## src/rtl/ecg_pkg.sv

```systemverilog
// rtl/ecg_pkg.sv - shared types and default sizes for the ECG classifier datapath
package ecg_pkg;

  localparam int DATA_WIDTH = 8;
  localparam int DEF_LANES  = 16;
  localparam int DEF_ROWS   = 15;

  typedef enum logic [1:0] {
    ACT_PASS  = 2'd0,
    ACT_RELU  = 2'd1,
    ACT_LEAKY = 2'd2,
    ACT_CLAMP = 2'd3
  } act_mode_e;

endpackage

```

## src/rtl/act_lane.sv

```systemverilog
// rtl/act_lane.sv - combinational single-element activation function
module act_lane #(
  parameter int DATA_WIDTH = ecg_pkg::DATA_WIDTH,
  parameter int LEAK_SHIFT = 3,
  parameter int CLAMP_MAX  = 127
) (
  input  logic signed [DATA_WIDTH-1:0] x_i,
  input  ecg_pkg::act_mode_e           mode_i,
  output logic signed [DATA_WIDTH-1:0] y_o
);
  import ecg_pkg::*;

  localparam logic signed [DATA_WIDTH-1:0] CMAX = DATA_WIDTH'(CLAMP_MAX);

  logic x_pos;
  assign x_pos = !x_i[DATA_WIDTH-1] && (x_i != '0);

  // Select the activation; every result fits in DATA_WIDTH so no saturation is needed
  always_comb begin
    y_o = x_i;
    case (mode_i)
      ACT_PASS:  y_o = x_i;
      ACT_RELU:  y_o = x_pos ? x_i : '0;
      ACT_LEAKY: y_o = x_pos ? x_i : (x_i >>> LEAK_SHIFT);
      ACT_CLAMP: begin
        if (!x_pos)         y_o = '0;
        else if (x_i > CMAX) y_o = CMAX;
        else                 y_o = x_i;
      end
      default:   y_o = x_i;
    endcase
  end

endmodule

```

## src/rtl/relu_stream.sv

```systemverilog
// rtl/relu_stream.sv - streaming per-row activation stage with 2-entry output buffer
module relu_stream #(
  parameter int DATA_WIDTH = ecg_pkg::DATA_WIDTH,
  parameter int LANES      = ecg_pkg::DEF_LANES,
  parameter int ROWS       = ecg_pkg::DEF_ROWS,
  parameter int LEAK_SHIFT = 3,
  parameter int CLAMP_MAX  = 127
) (
  input  logic                             clk,
  input  logic                             rst,
  input  logic [1:0]                       mode_i,
  input  logic                             s_valid,
  output logic                             s_ready,
  input  logic [LANES-1:0][DATA_WIDTH-1:0] s_data,
  output logic                             m_valid,
  input  logic                             m_ready,
  output logic [LANES-1:0][DATA_WIDTH-1:0] m_data,
  output logic                             m_last,
  output logic                             frame_done
);
  import ecg_pkg::*;

  localparam int RCW = (ROWS > 1) ? $clog2(ROWS) : 1;
  localparam logic [RCW-1:0] LAST_ROW = RCW'(ROWS - 1);

  typedef logic [LANES-1:0][DATA_WIDTH-1:0] row_t;

  logic [RCW-1:0] row_cnt_q, row_cnt_d;
  act_mode_e      mode_q, mode_d;
  logic [1:0]     cnt_q, cnt_d;
  logic           s_ready_q, s_ready_d;
  row_t           head_data_q, head_data_d, tail_data_q, tail_data_d;
  logic           head_last_q, head_last_d, tail_last_q, tail_last_d;
  logic           frame_done_q, frame_done_d;

  act_mode_e lane_mode;
  row_t      act_data;
  logic      push, pop, in_last;

  // Row 0 of a frame uses the live mode; later rows use the latched copy
  assign lane_mode = (row_cnt_q == '0) ? act_mode_e'(mode_i) : mode_q;
  assign in_last   = (row_cnt_q == LAST_ROW);
  assign push      = s_valid && s_ready;
  assign pop       = m_valid && m_ready;

  for (genvar g = 0; g < LANES; g++) begin : g_lane
    act_lane #(
      .DATA_WIDTH (DATA_WIDTH),
      .LEAK_SHIFT (LEAK_SHIFT),
      .CLAMP_MAX  (CLAMP_MAX)
    ) u_act (
      .x_i    (s_data[g]),
      .mode_i (lane_mode),
      .y_o    (act_data[g])
    );
  end

  // Row counter and per-frame mode latch advance on each accepted beat
  always_comb begin
    row_cnt_d = row_cnt_q;
    mode_d    = mode_q;
    if (push) begin
      if (row_cnt_q == '0) mode_d = act_mode_e'(mode_i);
      row_cnt_d = in_last ? '0 : row_cnt_q + RCW'(1);
    end
  end

  // Two-entry buffer: head drives the outputs, tail holds the second beat under backpressure
  always_comb begin
    cnt_d       = cnt_q;
    head_data_d = head_data_q;
    head_last_d = head_last_q;
    tail_data_d = tail_data_q;
    tail_last_d = tail_last_q;
    case (cnt_q)
      2'd0: begin
        if (push) begin
          head_data_d = act_data;
          head_last_d = in_last;
          cnt_d       = 2'd1;
        end
      end
      2'd1: begin
        if (push && pop) begin
          head_data_d = act_data;
          head_last_d = in_last;
        end else if (push) begin
          tail_data_d = act_data;
          tail_last_d = in_last;
          cnt_d       = 2'd2;
        end else if (pop) begin
          cnt_d = 2'd0;
        end
      end
      default: begin
        if (pop) begin
          head_data_d = tail_data_q;
          head_last_d = tail_last_q;
          cnt_d       = 2'd1;
        end
      end
    endcase
    s_ready_d    = (cnt_d != 2'd2);
    frame_done_d = pop && head_last_q;
  end

  // State registers with synchronous reset
  always_ff @(posedge clk) begin
    if (rst) begin
      row_cnt_q    <= '0;
      mode_q       <= ACT_PASS;
      cnt_q        <= 2'd0;
      s_ready_q    <= 1'b0;
      head_data_q  <= '0;
      head_last_q  <= 1'b0;
      tail_data_q  <= '0;
      tail_last_q  <= 1'b0;
      frame_done_q <= 1'b0;
    end else begin
      row_cnt_q    <= row_cnt_d;
      mode_q       <= mode_d;
      cnt_q        <= cnt_d;
      s_ready_q    <= s_ready_d;
      head_data_q  <= head_data_d;
      head_last_q  <= head_last_d;
      tail_data_q  <= tail_data_d;
      tail_last_q  <= tail_last_d;
      frame_done_q <= frame_done_d;
    end
  end

  assign s_ready    = s_ready_q && !rst;
  assign m_valid    = (cnt_q != 2'd0);
  assign m_data     = head_data_q;
  assign m_last     = head_last_q;
  assign frame_done = frame_done_q;

endmodule
```

## config.mk

```make
export PLATFORM = sky130hd
export DESIGN_NAME = relu_stream
export DESIGN_NICKNAME = d
export VERILOG_FILES = /design/src/rtl/ecg_pkg.sv /design/src/rtl/act_lane.sv /design/src/rtl/relu_stream.sv
export SDC_FILE = /design/constraint.sdc
export NUM_CORES = 1
export LEC_CHECK = 0
export BUFFER_PORTS_ARGS = -buffer_cell sky130_fd_sc_hd__buf_2
export CELL_PAD_IN_SITES_DETAIL_PLACEMENT = 1
export CELL_PAD_IN_SITES_GLOBAL_PLACEMENT = 1
export CORE_ASPECT_RATIO = 0.5
export CORE_MARGIN = 10
export CORE_UTILIZATION = 40
export CTS_CLUSTER_DIAMETER = 200
export DETAILED_ROUTE_END_ITERATION = 16
export GPL_TIMING_DRIVEN = 0
export PLACE_DENSITY_LB_ADDON = 0.2
export REMOVE_ABC_BUFFERS = 1
export SLEW_MARGIN = 15
export SYNTH_ARGS = -nofsm -noshare
export SYNTH_HDL_FRONTEND = slang
export SYNTH_HIERARCHICAL = 1
export SYNTH_SLANG_ARGS = --single-unit
```

## constraint.sdc

```tcl
create_clock -name clk -period 3.98 [get_ports clk]
set_clock_uncertainty 0.15 [all_clocks]
set_input_delay 0.597 -clock clk [delete_from_list [all_inputs] [get_ports clk]]
set_output_delay 0.597 -clock clk [all_outputs]
set_load 0.1 [all_outputs]
```

======== Word level (Yosys, flattened, before mapping) ========
Cells that the tools add are included.
cells by class
  add/subtract/negate cells ............... 1
  reduce and logical (&&, ||, !) cells .... 61
  eq/ne operators ......................... 8
  mux-type cells .......................... 96
  bitwise operators ....................... 1
  magnitude comparators ................... 16
operators by type and width
  operator             number
  $pmux 8 s4           16
  $mux 128             3
  $mux 8               48
  $pmux 128 s2         1
  $gt 8x8->1 const B   16
  $reduce_bool 8->1    16
  $mux 7               16
  $logic_and 1x1->1    21
  $logic_not 1->1      17
  $mux 2               6
  $ne 2x2->1 const B   3
  $reduce_and 3->1     2
  $add 4x1->4 const B  1
  $eq 2x1->1 const B   2
  $eq 2x2->1 const B   2
  $eq 4x4->1 const B   1
  $logic_not 2->1      2
  $logic_not 4->1      1
  $mux 4               1
  $pmux 2 s2           1
  $mux 1               3
  $reduce_bool 3->1    1
  $pmux 1 s2           1
  $reduce_bool 2->1    1
  $not 1->1            1
word-level totals
  word-level logic and storage cells ...... 222
  input bits .............................. 134
  register bits ........................... 268

======== Depth between registers and ports, before layout ========
  depth in word-level cells ............... 7
  mapped depth ............................ 8
  mapped depth without buffers ............ 7

======== Hierarchy ========
The synthesis kept the hierarchy.
modules (own cells, without submodules)
  module       instances  area each (sq um)  cells each
  relu_stream  1          11846.4            1249
  act_lane     16         161.4              22

======== Least setup slack after synthesis ========
Ideal clock, no wire load.
  kind .................................... reg-to-reg
  from .................................... register row_cnt_q[0]
  to ...................................... register head_data_q (netlist bit m_data[0])
  data arrival time ....................... 2.760 ns
  setup slack ............................. 0.952 ns
  setup time .............................. 0.117 ns
  data required time ...................... 3.713 ns
  stages on the path, launching flop included .. 9
  path through ............................ dfxtp_1 -> clkbuf_1 -> nor4_1 -> mux2_2 -> nor2_1 -> a221o_1 -> mux2i_1 -> o211ai_1 -> o211a_1
RTL lines
  what                    RTL line            source
  from (decl)             relu_stream.sv:28   logic [RCW-1:0] row_cnt_q, row_cnt_d;
  from (signal assigned)  relu_stream.sv:120  row_cnt_q <= row_cnt_d;
  to (signal assigned)    relu_stream.sv:124  head_data_q <= head_data_d;
  to (decl)               relu_stream.sv:32   row_t head_data_q, head_data_d, tail_data_q, tail_data_d;

==> reports/metrics.cfg <==
[clock_network]
clk_path_buf_depth=3
clk-insertion-delay-late_ns=0.55
h-tree-depth=1
clockRootBuffer=clkbuf_16
cts_resized=0
post_cts_buffers=0
clkTransAtPathRegs_ns=0.07
cts_sinks=268
numCtsBuffers=27
cts-hold-fix-buffers=0
cts_tree=yes

[placement]
place_congestion=0.811
dp_slack_ns=0.190
io_buffer_count=265
dpl.hpwl_um=32600

[timing]
slew_violations=0
fmax_mhz=300
min_period_over_period_pct=83.8
tightest_slew_ns=0.753
timing.max_slew.rel_slack_pct=49.8
setup_viol=0
hold_viol_final=0
min_period_ns=3.34
setup_slack_ns=0.643
setup_tns_ns=0
rsz0062_at_grt=no

[power]
power.switching_mw=2.22
p_comb_share_pct=20.7
power.leakage_nw=7.61
peakVddDrop_v=0.000253
sequentialPowerShare_pct=40.5
p_clk_share_pct=38.8
p_int_mw=4.71
power_density_mw_per_mm2=403
switching_share_pct=32.0

[synthesis]
ys_types=40
synth_edf_count=0
yosys_warnings=6
synth_area_leaders=dfxtp_1, mux2i_1, o211a_1, a21oi_1, o211ai_1
ys_seq_area_share_pct=37.2
synth-main-ff-cell=dfxtp_1
synthTopCellsByCount=dfxtp_1, a21oi_1, mux2i_1, o21ai_0, nand3_1
synth_top_area_share_pct=37.2
async_reset_ff_share_pct=0
yosysMostFrequentCell=dfxtp_1
syn_area_per_cell_um2=9.01
yosys.area.top_type=dfxtp_1
netlist_area_mm2=0.0144
netlist_instances=1601
ys_ff_latch=268

[worst_setup_path]
cp_max_fo=58
cp.arrival_ns=3.62
critPathKind=reg2reg
required_ns=4.27
crit_path_start_kind=flip-flop
cp-end-kind=flip-flop

[cells_and_area]
fin_util_pct=48.0
area_delta_synth_final_pct=19.0
finalNetCount=1889
drive_above_1_share_pct=23.8

[routing]
num_vias=13600
dr.pass1.iters=5
ant_nets=0
drcViolationCount=0
wl_per_cell_um=22.1
viasPerCell=6.00
drt_wl_total_um=49900
first_iter_violations=844

[run_status]
status=finished clean

[die]
die-area_mm2=0.0445
die_width_um=289
initial_core_util_pct=40.4
row_count=49
die_h_um=154
core_area_mm2=0.0357
design.portCount=266

[grt]
grt_usage_pct=21.2
grt_start_max_net_pins=77
overflow=0
grt_pass1_vias=14600
antenna_found_initial=5
grt_pass1_wl_um=79100

[hold_path]
hold_path.class=in2reg

[job]
cap_violations=0

## registers in the layout, indices dropped and copies added, names as in the netlist
signal,count
m_data,128
m_last,1
cnt_q,2
mode_q,2
s_ready_q,1
tail_last_q,1
frame_done,1
tail_data_q,128
row_cnt_q,4
## area by class of cell
type                            count  area [um^2]
Antenna cell                        4         10.0
Clock buffer                       39          811
Clock inverter                     10          113
Fill cell                        4160        18600
Inverter                            3         16.3
Multi-Input combinational cell   1154         8240
Sequential cell                   268         5370
Tap cell                          484          606
Timing Repair Buffer              301         2010
## through the flow
step / hold slack (ns) / power, mW / instances / area (um^2)
after floorplan: 0.297 / 3.87 / 1425 / 13600
after global placement: 0.309 / 4.24 / 2174 / 15500
after detailed placement: 0.320 / 4.30 / 2210 / 16200
after CTS: 0.150 / 7.01 / 2259 / 17200
after global routing: 0.161 / 7.21 / 2262 / 17200
final: 0.174 / 6.92 / 2263 / 17200
## worst paths after layout
path	from	end	slack, ns	depth (start not counted)
setup / recovery	row_cnt_q[0]$_SDFFE_PP0P_	m_data[49]$_SDFFE_PP0P_	0.64	8
hold / removal	m_ready	cnt_q[1]$_SDFF_PP0_	0.17	2
setup reg to reg	row_cnt_q[0]$_SDFFE_PP0P_	m_data[49]$_SDFFE_PP0P_	0.64	8
hold reg to reg	tail_data_q[6]$_SDFFE_PP0P_	tail_data_q[6]$_SDFFE_PP0P_	0.33	2
## placed cells by master (no fill, tap or decap), types with 4 or more instances in the layout
master / synthesis / layout
a21oi_1: 230 / 230
a221o_1: 64 / 64
and2_1: 48 / 48
and2_2: 16 / 16
and2b_1: 16 / 16
and2b_4: 48 / 48
buf_12: 0 / 11
buf_16: 0 / 13
buf_2: 58 / 264
buf_4: 0 / 10
clkbuf_16: 0 / 27
clkbuf_8: 0 / 9
clkinv_2: 0 / 4
dfxtp_1: 268 / 267
diode_2: 0 / 4
mux2i_1: 131 / 131
nand2_1: 4 / 4
nand3_1: 130 / 130
nor2_1: 18 / 18
nor2b_1: 34 / 34
nor3_1: 4 / 4
o211a_1: 128 / 128
o211ai_1: 128 / 128
o21ai_0: 131 / 131
## per-layer routing
layer	vias to the layer above	GRT usage [%]	share of wire [%]
met5	-	0	0.016
met4	2	5.65	1.9
met3	74	3.06	3.0
met2	213	39.6	52
met1	6897	24.9	43
li1	6394	-	-
## worst max-delay path, cell delays in order, from the launching register on
cell and delay (ns):
dfxtp_1 0.40, nor4_1 0.64, mux2_4 0.66, buf_16 0.34, nor2_1 0.16, a221o_1 0.42, mux2i_1 0.15, o211ai_1 0.12
o211a_1 0.15
## logic make-up after synthesis
logic type | synth area share [%]
and+or+nand+nor | 14.5
muxes | 9.24
DFF | 37.2
buffers and inverters | 6.00
AOI/OAI and AO/OA | 33.1
## power groups by stage
| stage | clock (mW) | sequential, mW | combinational [mW] |
|---|---|---|---|
| after floorplan | 0 | 3.36 | 0.515 |
| after global placement | 0 | 2.86 | 1.38 |
| after detailed placement | 0 | 2.86 | 1.43 |
| after CTS | 2.77 | 2.80 | 1.44 |
| after global routing | 2.88 | 2.81 | 1.52 |
| final | 2.68 | 2.80 | 1.43 |
(Power assumes the default switching activity.)
